## src/rtl/rc5_pkg.sv

```systemverilog
// Shared constants and FSM state encoding for the RC5 key schedule controller.
package rc5_pkg;

  localparam int unsigned W_DEF = 32;
  localparam int unsigned C_DEF = 4;
  localparam int unsigned T_DEF = 26;

  localparam logic [31:0] P = 32'hB7E15163;
  localparam logic [31:0] Q = 32'h9E3779B9;

  typedef enum logic [2:0] {
    IDLE      = 3'd0,
    LOAD_L    = 3'd1,
    INIT_S    = 3'd2,
    MIX_START = 3'd3,
    MIX_WAIT  = 3'd4,
    READY     = 3'd5
  } state_t;

endpackage

```

## src/rtl/rc5_mem_port_mux.sv

```systemverilog
// Steers the L and S memory ports between key load, S init, mixer and encryption read.
module rc5_mem_port_mux
  import rc5_pkg::*;
#(
  parameter int unsigned W  = W_DEF,
  parameter int unsigned LW = 2,
  parameter int unsigned SW = 5
) (
  input  state_t          state,
  input  logic            keyValid,
  input  logic [W-1:0]    keyWord,
  input  logic [LW-1:0]   cnt,
  input  logic [SW-1:0]   idx,
  input  logic [W-1:0]    acc,
  input  logic [LW-1:0]   mixLAddress,
  input  logic [W-1:0]    mixLData,
  input  logic            mixLWe,
  input  logic [SW-1:0]   mixSAddress,
  input  logic [W-1:0]    mixSData,
  input  logic            mixSWe,
  input  logic [SW-1:0]   encSAddress,
  output logic [LW-1:0]   lAddress,
  output logic [W-1:0]    lData,
  output logic            lWe,
  output logic [SW-1:0]   sAddress,
  output logic [W-1:0]    sData,
  output logic            sWe
);

  always_comb begin
    lAddress = '0;
    lData    = '0;
    lWe      = 1'b0;
    sAddress = '0;
    sData    = '0;
    sWe      = 1'b0;
    case (state)
      LOAD_L: begin
        if (keyValid) begin
          lAddress = cnt;
          lData    = keyWord;
          lWe      = 1'b1;
        end
      end
      INIT_S: begin
        sAddress = idx;
        sData    = acc;
        sWe      = 1'b1;
      end
      // Mixer owns both memories, including its final write on the done cycle.
      MIX_WAIT: begin
        lAddress = mixLAddress;
        lData    = mixLData;
        lWe      = mixLWe;
        sAddress = mixSAddress;
        sData    = mixSData;
        sWe      = mixSWe;
      end
      READY: begin
        sAddress = encSAddress;
      end
      default: ;
    endcase
  end

endmodule

```

## src/rtl/rc5_key_sched_ctrl.sv

```systemverilog
// RC5 key schedule controller: loads L, initialises S with P/Q, then hands off to the mixer.
module rc5_key_sched_ctrl
  import rc5_pkg::*;
#(
  parameter int unsigned W = W_DEF,
  parameter int unsigned C = C_DEF,
  parameter int unsigned T = T_DEF
) (
  input  logic                 clk,
  input  logic                 rst,
  input  logic                 iStart,
  input  logic                 iKey_valid,
  input  logic [W-1:0]         iKey_word,
  output logic                 oKey_ready,
  output logic                 oMix_rst,
  output logic                 oMix_start,
  input  logic                 iMix_done,
  input  logic [$clog2(C)-1:0] iMix_L_address,
  input  logic [W-1:0]         iMix_L_data,
  input  logic                 iMix_L_we,
  input  logic [$clog2(T)-1:0] iMix_S_address,
  input  logic [W-1:0]         iMix_S_data,
  input  logic                 iMix_S_we,
  output logic [$clog2(C)-1:0] oL_address,
  output logic [W-1:0]         oL_data,
  output logic                 oL_we,
  output logic [$clog2(T)-1:0] oS_address,
  output logic [W-1:0]         oS_data,
  output logic                 oS_we,
  input  logic [$clog2(T)-1:0] iEnc_S_address,
  output logic                 oReady,
  output logic                 oBusy
);

  localparam int unsigned LW = $clog2(C);
  localparam int unsigned SW = $clog2(T);

  state_t        state, stateNext;
  logic [LW-1:0] cnt, cntNext;
  logic [SW-1:0] idx, idxNext;
  logic [W-1:0]  acc, accNext;
  logic          lastKey, lastS;

  assign lastKey = (cnt == LW'(C - 1));
  assign lastS   = (idx == SW'(T - 1));

  // State, counters and status flags; flags are decoded from the next state so they align with it.
  always_ff @(posedge clk) begin
    if (!rst) begin
      state      <= IDLE;
      cnt        <= '0;
      idx        <= '0;
      acc        <= W'(P);
      oReady     <= 1'b0;
      oBusy      <= 1'b0;
      oMix_rst   <= 1'b1;
      oMix_start <= 1'b0;
      oKey_ready <= 1'b0;
    end else begin
      state      <= stateNext;
      cnt        <= cntNext;
      idx        <= idxNext;
      acc        <= accNext;
      oReady     <= (stateNext == READY);
      oBusy      <= (stateNext inside {LOAD_L, INIT_S, MIX_START, MIX_WAIT});
      oMix_rst   <= !(stateNext inside {MIX_START, MIX_WAIT});
      oMix_start <= (stateNext == MIX_START);
      oKey_ready <= (stateNext == LOAD_L);
    end
  end

  // Next state; counters idle at zero and the accumulator rests at P outside their phases.
  always_comb begin
    stateNext = state;
    cntNext   = '0;
    idxNext   = '0;
    accNext   = W'(P);
    case (state)
      IDLE: begin
        if (iStart) stateNext = LOAD_L;
      end
      LOAD_L: begin
        cntNext = cnt;
        if (iKey_valid) begin
          cntNext = lastKey ? '0 : cnt + LW'(1);
          if (lastKey) stateNext = INIT_S;
        end
      end
      INIT_S: begin
        idxNext = lastS ? '0 : idx + SW'(1);
        accNext = acc + W'(Q);
        if (lastS) stateNext = MIX_START;
      end
      MIX_START: stateNext = MIX_WAIT;
      MIX_WAIT: begin
        if (iMix_done) stateNext = READY;
      end
      READY: begin
        if (iStart) stateNext = LOAD_L;
      end
      default: stateNext = IDLE;
    endcase
  end

  rc5_mem_port_mux #(
    .W (W),
    .LW(LW),
    .SW(SW)
  ) uPortMux (
    .state      (state),
    .keyValid   (iKey_valid),
    .keyWord    (iKey_word),
    .cnt        (cnt),
    .idx        (idx),
    .acc        (acc),
    .mixLAddress(iMix_L_address),
    .mixLData   (iMix_L_data),
    .mixLWe     (iMix_L_we),
    .mixSAddress(iMix_S_address),
    .mixSData   (iMix_S_data),
    .mixSWe     (iMix_S_we),
    .encSAddress(iEnc_S_address),
    .lAddress   (oL_address),
    .lData      (oL_data),
    .lWe        (oL_we),
    .sAddress   (oS_address),
    .sData      (oS_data),
    .sWe        (oS_we)
  );

endmodule

```

## config.mk

```make
export PLATFORM = sky130hd
export DESIGN_NAME = rc5_key_sched_ctrl
export DESIGN_NICKNAME = d
export VERILOG_FILES = /design/src/rtl/rc5_pkg.sv /design/src/rtl/rc5_mem_port_mux.sv /design/src/rtl/rc5_key_sched_ctrl.sv
export SDC_FILE = /design/constraint.sdc
export NUM_CORES = 1
export LEC_CHECK = 0
export BUFFER_PORTS_ARGS = -buffer_cell sky130_fd_sc_hd__buf_2
export CAP_MARGIN = 20
export CORE_ASPECT_RATIO = 0.75
export CORE_MARGIN = 5
export CORE_UTILIZATION = 25
export CTS_BUF_LIST = sky130_fd_sc_hd__clkbuf_8 sky130_fd_sc_hd__clkbuf_16
export DETAILED_ROUTE_END_ITERATION = 6
export SYNTH_ARGS = -nofsm -noshare
export SYNTH_HDL_FRONTEND = slang
export SYNTH_SLANG_ARGS = --single-unit
```

## constraint.sdc

```tcl
create_clock -name clk -period 3 [get_ports clk]
set_input_delay 0.3 -clock clk [delete_from_list [all_inputs] [get_ports clk]]
set_output_delay 0.3 -clock clk [all_outputs]
set_load 0.01 [all_outputs]
```

Yosys cells after proc, flatten, opt, wreduce, memory -nomap -nowiden --
Index checks and enable logic that the tools add are counted.
Word-level totals: bits in registers 47, bits of input ports 115, output and inout port bits 78, word-level logic and storage cells 50
Cells by class: add/subtract/negate cells 3, eq/ne operators 12, mux-type cells 16, bitwise logic cells 2, reduce and logical (&&, ||, !) cells 8
Operators by type and width (count):
- $pmux W32 S2 | 2
- $add A32 B32 Y32 const B | 1
- $mux W32 | 1
- $mux W3 | 5
- $pmux W3 S5 | 1
- $pmux W5 S3 | 1
- $eq A3 B2 Y1 const B | 4
- $eq A3 B3 Y1 const B | 4
- $eq A3 B1 Y1 const B | 2
- $add A5 B1 Y5 const B | 1
- $eq A5 B5 Y1 const B | 1
- $mux W2 | 2
- $pmux W1 S2 | 2
- $pmux W2 S2 | 1
- $reduce_and A2 Y1 | 2
- $reduce_bool A4 Y1 | 1
- $logic_not A3 Y1 | 1
- $reduce_or A3 Y1 | 1
- $add A2 B1 Y2 const B | 1
- $eq A2 B2 Y1 const B | 1
- $not A1 Y1 | 2
- $reduce_bool A2 Y1 | 1
- $reduce_or A2 Y1 | 1
- $logic_not A1 Y1 | 1
- $mux W1 | 1

Longest topological paths before layout --
Gate-level depths: netlist of run 1.
depth in word-level cells 7, gate-level depth with buffers 7, gate-level depth less buffers 6

Hierarchy --
A second synthesis of run 1 with hierarchy kept.
Unflattened totals: cells, all modules 522, area total of the unflattened synthesis 3983.8 µm²
By module, submodules not included:
- rc5_key_sched_ctrl | times used 1, cells each 264, area each 2235.9 µm², seq. area each 940.9 µm²
- rc5_mem_port_mux | times used 1, cells each 258, area each 1747.9 µm², seq. area each 0.0 µm²

Worst setup path after synthesis of run 1 --
OpenSTA, ideal clock, no wires.
path type register to output, from register state[0], to output oL_data[14], arrival 1583 ps, required time 2700 ps, slack 1117 ps, stages on the path, launching flop included 6, path buffers 3, cell sequence dfxtp_1 clkbuf_1 nor2_1 clkbuf_1 clkbuf_1 a22o_1
On the way: cells in the longest elaborated chain, start to end 2
RTL lines:
- start, declared | RTL line rc5_key_sched_ctrl.sv:38 | state_t state, stateNext;
- start signal, assigned | RTL line rc5_key_sched_ctrl.sv:60 | state <= stateNext;
- $eq A3 B3 Y1 / $eq A3 B1 Y1 (equally long branches) | RTL line rc5_mem_port_mux.sv:37 | case (state)
- $pmux W32 S2 (*) | RTL line rc5_mem_port_mux.sv:37
- end, declared | RTL line rc5_key_sched_ctrl.sv:25 | output logic [W-1:0] oL_data,
Mark *: on every way between the ends. The rest lies on a longest branch, timed or not.

Worst setup path after layout of run 1 --
from register state[0], to output oL_data[22]
The elaborated chain is that of the path after synthesis.

==> impl_metrics.csv, run 1 <==
group,metric,value,unit
run_status,outcome,"complete, no violations",
die,dieArea,14490,um2
run,drv_cap,0,
global_routing,grt_antenna_before_repair,0,
synthesis,syn-num-nets,494,
min_path,min_path_type,"in2reg",
setup_path,crit_type,"reg2out",
place,gp_congestion,0.8577,
synthesis,yosys_warnings,0,
cts,post_cts_resized,0,
timing,slew_headroom,0.5497,
finish,multi_input_area,1933,um2
finish,diodes,0,
timing,setup_viol,0,
route,wirelength,11200,um
finish,layout.nets,665,
setup_path,cp-start-kind,"flop",
cts,cts_hold_buf,0,
min_path,min_from,"rst",
cts,cts_root_buffer,"clkbuf_16",
route,met3_wirelength,961,um
place,hpwl,8948,um
timing,drv_slew,0,
cts,cts_tree,"yes",
timing,rsz0062_at_grt,"false",
synthesis,synth.most_common_cell,"a22o_1",
setup_path,worstPathMaxFanout,27,
die,core_area,11740,um2
global_routing,overflow,0,
timing,tightestPinTransition,675.5,ps
timing,fin_crit_sh,0.8890,
global_routing,grt_pass1_vias,3418,
place,io_buffers,192,
synthesis,yosysUniqueCellTypes,53,
power,p_leak,2.059,nW
power,p_per_area,328.2,nW/um2
synthesis,ys_seq_area_frac,0.3095,
timing,hold_viol,0,
cts,clk_latency,290,ps
synthesis,yosys_register_bits,47,
setup_path,crit_path_end_kind,"primary output",
route,wl_per_cell,15.82,um
timing,fmax,0.3750,GHz
synthesis,synthFlopType,"dfxtp_1",
synthesis,synth_area_leaders,"dfxtp_1 (31%), a22o_1 (18%), nor2_1 (4.1%)",
finish,fill_cells,1251,
route,met1_length,4796,um
timing,hold_ws,292.5,ps
setup_path,required,2700,ps
power,ir_worst_vdd,0.1941,mV
synthesis,synthArstFlopShare,0,
synthesis,synthTopCellsByCount,"a22o_1 (63), dfxtp_1 (47), nor2_1 (33)",
route,highest_layer,"met4",
setup_path,crit_start,"state[0]",
route,vias,3514,
setup_path,arrival,2370,ps
cts,numCtsBuffers,5,
timing,tns,0,ps
synthesis,syn_area,3040,um2
timing,min_period,2667,ps
finish,drive_above_1_share,0.3919,
route,antenna_left,0,
finish,syn_to_final_growth,41.15,%
synthesis,synth_top_area_frac,0.3095,
cts,cts_buffer_depth,2,
cts,numClockSinks,47,
route,drt_first_iter_violations,321,
global_routing,grt_pass1_wl,17440,um
die,start_util,0.2590,
die,row_count,34,
global_routing,grt_usage,0.1470,
die,die_x,137.3,um
route,wl_met2,5372,um
finish,area.sequential,940.9,um2
timing,clock_skew,7.619,ps
route,route.detailed.drc,0,
synthesis,syn_avg_cell_area,8.108,um2
die,ios,193,
cts,cts_setup_buffers,0,
synthesis,synth_edf_count,0,
route,avgViaCountPerCell,4.963,
cts,path_clk_slew,60,ps
die,chipHeight,105.5,um
route,drt-pass1-iter-count,4,
global_routing,grt_max_degree,42,
setup_path,r2r-start,"state[0]",
cts,htree_levels,2,
synthesis,synth_top_cell_by_area,"dfxtp_1",
synthesis,synthCells,375,
## stage by stage
step,worst slack [ps],area [um2],power [mW],cells,utilization
3_5_place_dp,639.5,4133,0.8036,701,0.3520
2_1_floorplan,1117,3040,0.6989,375,-
6_report,333.1,4292,1.409,708,0.3655
4_1_cts,302.6,4292,1.418,708,0.3655
3_3_place_gp,731.6,4133,0.8011,701,0.3520
5_1_grt,93.80,4292,1.456,708,0.3655
## registers in the layout (all words and copies together), names as in the netlist
| name | cells |
|---|---|
| cnt | 2 |
| oMix_rst | 1 |
| oBusy | 1 |
| acc | 32 |
| oReady | 1 |
| oMix_start | 1 |
| oKey_ready | 1 |
| state | 3 |
| idx | 5 |
## cell families (layout without fill, tap and decap cells)
group / after synthesis / in the layout / share of synthesized area
XOR/XNOR: 17 / 17 / 0.04897
AO/OA/AOI/OAI: 131 / 131 / 0.3370
adder cells (fa/ha/maj): 4 / 4 / 0.01646
buffers and inverters: 43 / 214 / 0.05885
AND/OR/NAND/NOR: 123 / 123 / 0.1963
multiplexers: 10 / 10 / 0.03292
flip-flops: 47 / 47 / 0.3095
## cell usage in the layout (no fill, tap or decap), types with 3 or more instances in the layout
| master | n |
|---|---|
| buf_2 | 192 |
| a22o_1 | 63 |
| dfxtp_1 | 47 |
| nand2_1 | 32 |
| nor2_1 | 32 |
| o21ai_0 | 18 |
| a21oi_1 | 12 |
| nor3_1 | 12 |
| nand3_1 | 12 |
| xnor2_1 | 11 |
| mux2i_1 | 10 |
| inv_1 | 9 |
| xor2_1 | 6 |
| buf_4 | 6 |
| nor4_1 | 5 |
| a31oi_1 | 5 |
| clkbuf_16 | 5 |
| and2_1 | 4 |
| o31ai_1 | 4 |
| and3_1 | 4 |
| ha_1 | 4 |
| nand2b_1 | 3 |
| o211ai_1 | 3 |
| or3_1 | 3 |
| a21boi_0 | 3 |
| nor2b_1 | 3 |
## area by class of cell
| type | count | share of cell area |
|---|---|---|
| clock buffers | 5 | 0.02915 |
| repair buffers | 199 | 0.2391 |
| inverters | 8 | 0.006997 |
| clock inverters | 2 | 0.007872 |
| flip-flops and latches | 47 | 0.2192 |
| multi-input cells | 285 | 0.4504 |
| well taps | 162 | 0.04723 |
## path summary, 6_finish.rpt
check / end / slack, ps / depth (start not counted)
min reg2reg: acc[0] / 490 / 1
min: oMix_rst / 290 / 2
max: oL_data[22] / 330 / 5
max reg2reg: oMix_start / 800 / 6
## worst max-delay path, cell delays in order, from the launching register on
cell and delay [ps]:
dfxtp_1 660, nor3b_1 410, and2_1 490, buf_12 230, a22o_1 150, buf_2 130
## routing by layer
metal / vias to the layer above / global-route usage
met1: 1619 / 0.1900
met2: 154 / 0.2474
met3: 7 / 0.03762
met5: - / 0
met4: 0 / 0.03063
li1: 1734 / -
## power by group
| part | switching [mW] | leakage [nW] | internal (mW) |
|---|---|---|---|
| logic | 0.0658 | 1.60 | 0.0895 |
| clock network | 0.233 | 0.0811 | 0.386 |
| registers | 0.00642 | 0.380 | 0.628 |
| total | 0.306 | 2.06 | 1.10 |
Note: power is estimated with default switching activity, not from simulation.
==> run 2, diff against run 1 <==
--- a/config.mk
+++ b/config.mk
@@ -12,6 +12,7 @@
 export CORE_UTILIZATION = 25
 export CTS_BUF_LIST = sky130_fd_sc_hd__clkbuf_8 sky130_fd_sc_hd__clkbuf_16
 export DETAILED_ROUTE_END_ITERATION = 6
+export PLACE_DENSITY = 0.5
 export SYNTH_ARGS = -nofsm -noshare
 export SYNTH_HDL_FRONTEND = slang
 export SYNTH_SLANG_ARGS = --single-unit
==> run 2 against run 1 <==
  * Sequential cell count did not move
  * Worst setup slack got worse by 99 ps
  * Core utilization fell by 0.21 points
  * Sequential power barely moved
  * Total power fell by 5.9%
  * Largest cell class unchanged
==> impl_metrics.csv, run 2 (same netlist as run 1, synthesis figures left out) <==
group,metric,value,unit
setup_path,worstPathMaxFanout,28,
power,p_per_area,310.7,nW/um2
run,drv_cap,0,
timing,tns,0,ps
finish,drive_above_1_share,0.3919,
global_routing,grt_antenna_before_repair,0,
finish,fin_area,4267,um2
route,vias,3455,
timing,fmax,0.3615,GHz
finish,layout.nets,664,
place,place_area,4125,um2
die,start_util,0.2590,
cts,cts_setup_buffers,0,
cts,path_clk_slew,60,ps
route,wirelength,11280,um
cts,clk_latency,290,ps
die,core_area,11740,um2
setup_path,path_buf_inv,2,
setup_path,crit_type,"reg2out",
power,ir_worst_vdd,0.1704,mV
place,gp_congestion,0.8315,
route,wl_per_cell,15.93,um
global_routing,grt_max_degree,48,
place,hpwl,9006,um
power,p_leak,2.043,nW
route,drt_first_iter_violations,259,
setup_path,required,2700,ps
timing,hold_viol,0,
timing,hold_ws,315.7,ps
setup_path,slowest_stage,"dfxtp_1",
route,antenna_left,0,
cts,cts_root_buffer,"clkbuf_16",
die,ios,193,
global_routing,grt_pass1_wl,17460,um
run_status,outcome,"complete, no violations",
setup_path,crit_start,"state[0]",
min_path,min_path_type,"in2reg",
setup_path,max_stage_delay,650,ps
cts,numClockSinks,47,
global_routing,grt_usage,0.1481,
cts,cts_buffer_depth,2,
timing,tightestPinTransition,544.5,ps
timing,setup_viol,0,
global_routing,grt_pass1_vias,3394,
finish,layout_commonest_cell,"buf_2",
finish,largestRegisters,"acc x32, idx x5, state x3",
finish,layout_common_cells,"buf_2 (192), a22o_1 (63), dfxtp_1 (47), nand2_1 (32), nor2_1 (32)",
finish,largest_reg_flops,32,
global_routing,overflow,0,
timing,min_period,2766,ps
setup_path,cp-start-kind,"flop",
cts,cts_tree,"yes",
die,dieArea,14490,um2
timing,rsz0062_at_grt,"false",
setup_path,crit_chain,"nor3b_1, and2_1, buf_4, a22o_1, buf_2",
setup_path,crit_path_end_kind,"primary output",
timing,clock_skew,5.590,ps
route,drt-pass1-iter-count,4,
cts,htree_levels,2,
timing,fin_crit_sh,0.9220,
finish,diodes,0,
timing,drv_slew,0,
route,route.detailed.drc,0,
setup_path,r2r-start,"state[0]",
die,chipHeight,105.5,um
cts,post_cts_resized,0,
die,row_count,34,
cts,numCtsBuffers,5,
finish,top_register,"acc",
route,avgViaCountPerCell,4.880,
min_path,min_from,"rst",
die,die_x,137.3,um
place,io_buffers,192,
cts,cts_hold_buf,0,
timing,slew_headroom,0.6361,
finish,syn_to_final_growth,40.33,%
setup_path,crit_family,"simple AND/OR/NAND/NOR gates",
setup_path,arrival,2470,ps
## run 2: area by class of cell
type	instances	area (um2)
tap	162	202.7
timing repair buffer	198	1018
fill	1251	7475
clock inverter	3	16.27
multi-input combinational	285	1933
clock buffer	5	125.1
inverter	8	30.03
sequential	47	940.9
## run 2: where the power goes
| group | internal, mW | total [mW] | switching (mW) | leakage [nW] |
|---|---|---|---|---|
| logic | 0.0874 | 0.152 | 0.0651 | 1.59 |
| registers | 0.628 | 0.634 | 0.00620 | 0.380 |
| clock network | 0.304 | 0.539 | 0.235 | 0.0710 |
| total | 1.02 | 1.33 | 0.306 | 2.04 |
## run 2: routing by layer
metal,GRT usage,wire (um),share of wire,up-vias
li1,-,-,-,1735
met1,0.2019,5186,0.46,1600
met2,0.2418,5212,0.46,111
met3,0.03286,787,0.070,9
met4,0.02778,89,0.0079,0
met5,0,0,0,-
## run 2: per-stage QoR
| stage | util | std cells | power [mW] | setup slack [ps] |
|---|---|---|---|---|
| 6_report | 0.3634 | 708 | 1.326 | 233.9 |
| 5_1_grt | 0.3634 | 708 | 1.381 | 0.4732 |
| 4_1_cts | 0.3634 | 708 | 1.347 | 233.0 |
| 3_5_place_dp | 0.3513 | 700 | 0.8007 | 559.2 |
| 3_3_place_gp | 0.3513 | 700 | 0.7993 | 669.1 |
| 2_1_floorplan | - | 375 | 0.6989 | 1117 |
## run 2: worst paths after layout
path / depth (start not counted) / slack, ps / end
hold / removal: 2 / 320 / oMix_rst
setup reg to reg: 6 / 740 / oMix_start
hold reg to reg: 1 / 470 / acc[0]
setup / recovery: 5 / 230 / oL_data[28]
## run 2: worst reg2reg max path, stage by stage, from the launching register on
cell and delay (ps):
dfxtp_1 650, nor3b_1 440, and2_1 400, buf_4 360
nand2_1 100, nand2_1 110, nor2b_1 140
==> run 3, diff against run 2 <==
--- a/config.mk
+++ b/config.mk
@@ -9,10 +9,10 @@
 export CAP_MARGIN = 20
 export CORE_ASPECT_RATIO = 0.75
 export CORE_MARGIN = 5
-export CORE_UTILIZATION = 25
+export CORE_UTILIZATION = 47
 export CTS_BUF_LIST = sky130_fd_sc_hd__clkbuf_8 sky130_fd_sc_hd__clkbuf_16
 export DETAILED_ROUTE_END_ITERATION = 6
-export PLACE_DENSITY = 0.5
+export PLACE_DENSITY = 0.85
 export SYNTH_ARGS = -nofsm -noshare
 export SYNTH_HDL_FRONTEND = slang
 export SYNTH_SLANG_ARGS = --single-unit
==> run 3 against run 2 <==
  * Clock skew rose by 5.6 ps
  * Via count grew 5.9%
  * Register-to-register slack gained 70 ps
  * Total power decreased by 4.2%
  * Combinational power rose by 9%
  * Sequential share of layout area is 0.67 points higher
  * Critical path depth unchanged
  * Non-clock buffer count decreased by 1
  * Largest power group unchanged
==> impl_metrics.csv, run 3 (same netlist as run 1, synthesis figures left out) <==
group,metric,value,unit
finish,drive_above_1_share,0.3927,
finish,largest_reg_flops,32,
place,post-place-cells,618,
finish,largestRegisters,"acc x32, idx x5, state x3",
setup_path,required,2700,ps
global_routing,grt_antenna_before_repair,0,
cts,cts_root_buffer,"clkbuf_8",
global_routing,grt_pass1_wl,16790,um
cts,cts_buffer_depth,2,
global_routing,grt_usage,0.2619,
finish,area.sequential,940.9,um2
cts,cts_hold_buf,0,
timing,min_period,2704,ps
place,gp_congestion,0.9389,
route,antenna_left,0,
global_routing,grt_pass1_vias,3296,
place,place_ws,669.0,ps
cts,clk_latency,310,ps
run_status,outcome,"complete, no violations",
setup_path,r2r_slack,810,ps
setup_path,worst_setup_path_endpoint,"oL_data[17]",
finish,diodes,0,
setup_path,crit_type,"reg2out",
setup_path,crit_path_end_kind,"primary output",
route,vias,3658,
finish,fin_util,0.6587,
timing,rsz0062_at_grt,"false",
setup_path,reg2regPathDepth,6,
route,drt-pass1-iter-count,5,
route,route.detailed.drc,0,
die,dieArea,8194,um2
finish,layout.nets,663,
global_routing,grt_max_degree,68,
setup_path,timing.rr.end,"oMix_start",
timing,tns,0,ps
power,seqPwrFrac,0.499,
cts,htree_levels,2,
route,avgViaCountPerCell,5.843,
route,wl_per_cell,18.54,um
power,p_per_area,306.6,nW/um2
timing,clock_skew,11.17,ps
cts,cts_tree,"yes",
timing,setup_slack,296.0,ps
die,chipHeight,79.66,um
cts,numClockSinks,47,
global_routing,overflow,0,
min_path,min_path_type,"in2reg",
setup_path,crit_start,"state[0]",
setup_path,cp-start-kind,"flop",
timing,fin_crit_sh,0.9013,
min_path,holdPathStages,2,
power,power_frac_clock,0.370,
cts,numCtsBuffers,5,
timing,fmax,0.3698,GHz
die,core_area,6287,um2
finish,layout_commonest_cell,"buf_2",
power,switching_share,0.2397,
finish,top_register,"acc",
finish,layout_common_cells,"buf_2 (192), a22o_1 (63), dfxtp_1 (47), nand2_1 (32), nor2_1 (32)",
finish,fin_area,4141,um2
power,p_leak,2.028,nW
route,wirelength,11610,um
place,place_area,4029,um2
power,power.switching,0.3043,mW
finish,multi_input_area,1933,um2
timing,tightestPinTransition,641.8,ps
timing,drv_slew,0,
timing,slew_headroom,0.5721,
run,drv_cap,0,
cts,path_clk_slew,90,ps
die,start_util,0.4836,
route,drt_first_iter_violations,376,
finish,syn_to_final_growth,36.21,%
die,row_count,25,
die,die_x,102.9,um
setup_path,arrival,2400,ps
place,hpwl,9219,um
finish,fill_cells,535,
die,ios,193,
cts,cts_setup_buffers,0,
place,io_buffers,192,
cts,post_cts_resized,0,
setup_path,worstPathMaxFanout,28,
timing,hold_viol,0,
power,p_int,0.9654,mW
power,pwr-share-comb,0.131,
timing,setup_viol,0,
power,ir_worst_vdd,0.1712,mV
setup_path,r2r-start,"state[0]",
finish,finalNonFillerCells,626,
## run 3: changes by cell type in the layout (fill, tap and decap cells not counted), sizes merged
| cell | change |
|---|---|
| buf | -1 |
| clkinv | +1 |
| inv | -1 |
| clkinvlp | -1 |
| bufinv | +1 |
## run 3: layout make-up
| class | count | area share |
|---|---|---|
| clock inverters | 3 | 0.01057 |
| flip-flops and latches | 47 | 0.2272 |
| clock buffers | 5 | 0.01662 |
| multi-input cells | 285 | 0.4668 |
| well taps | 81 | 0.02447 |
| repair buffers | 197 | 0.2471 |
| inverters | 8 | 0.007251 |
## run 3: per-layer routing
metal	up-vias	share of wire	GRT usage
li1	1735	-	-
met1	1714	0.41	0.3576
met2	196	0.45	0.3918
met3	13	0.12	0.09694
met4	0	0.014	0.06080
met5	-	0	0
## run 3: worst max-delay path: stages (launching register included)
cell	delay (ps)
dfxtp_1	680
nor3b_1	450
and2_1	430
buf_12	230
a22o_1	170
buf_2	140
## run 3: stage by stage
step / total power, mW / hold WS (ps)
after floorplan: 0.6989 / 411.3
after global placement: 0.8083 / 443.0
after detailed placement: 0.8107 / 459.2
after CTS: 1.272 / 273.2
after global routing: 1.310 / 290.3
final: 1.270 / 278.5
## run 3: power by group through the flow
stage	Sequential, mW	Clock, mW	Combinational (mW)
2_1_floorplan	0.645	0	0.0540
3_3_place_gp	0.648	0	0.160
3_5_place_dp	0.649	0	0.162
4_1_cts	0.634	0.476	0.163
5_1_grt	0.635	0.499	0.176
6_report	0.634	0.470	0.166
## run 3: worst min-delay path by stage
| stage | start | to | slack [ps] |
|---|---|---|---|
| 6_report | rst | oMix_rst | 280 |
| 5_1_grt | rst | oMix_rst | 290 |
| 4_1_cts | rst | oMix_rst | 270 |
| 3_5_place_dp | acc[0] | acc[0] | 460 |
| 3_3_place_gp | acc[0] | acc[0] | 440 |
| 2_1_floorplan | acc[0] | acc[0] | 410 |
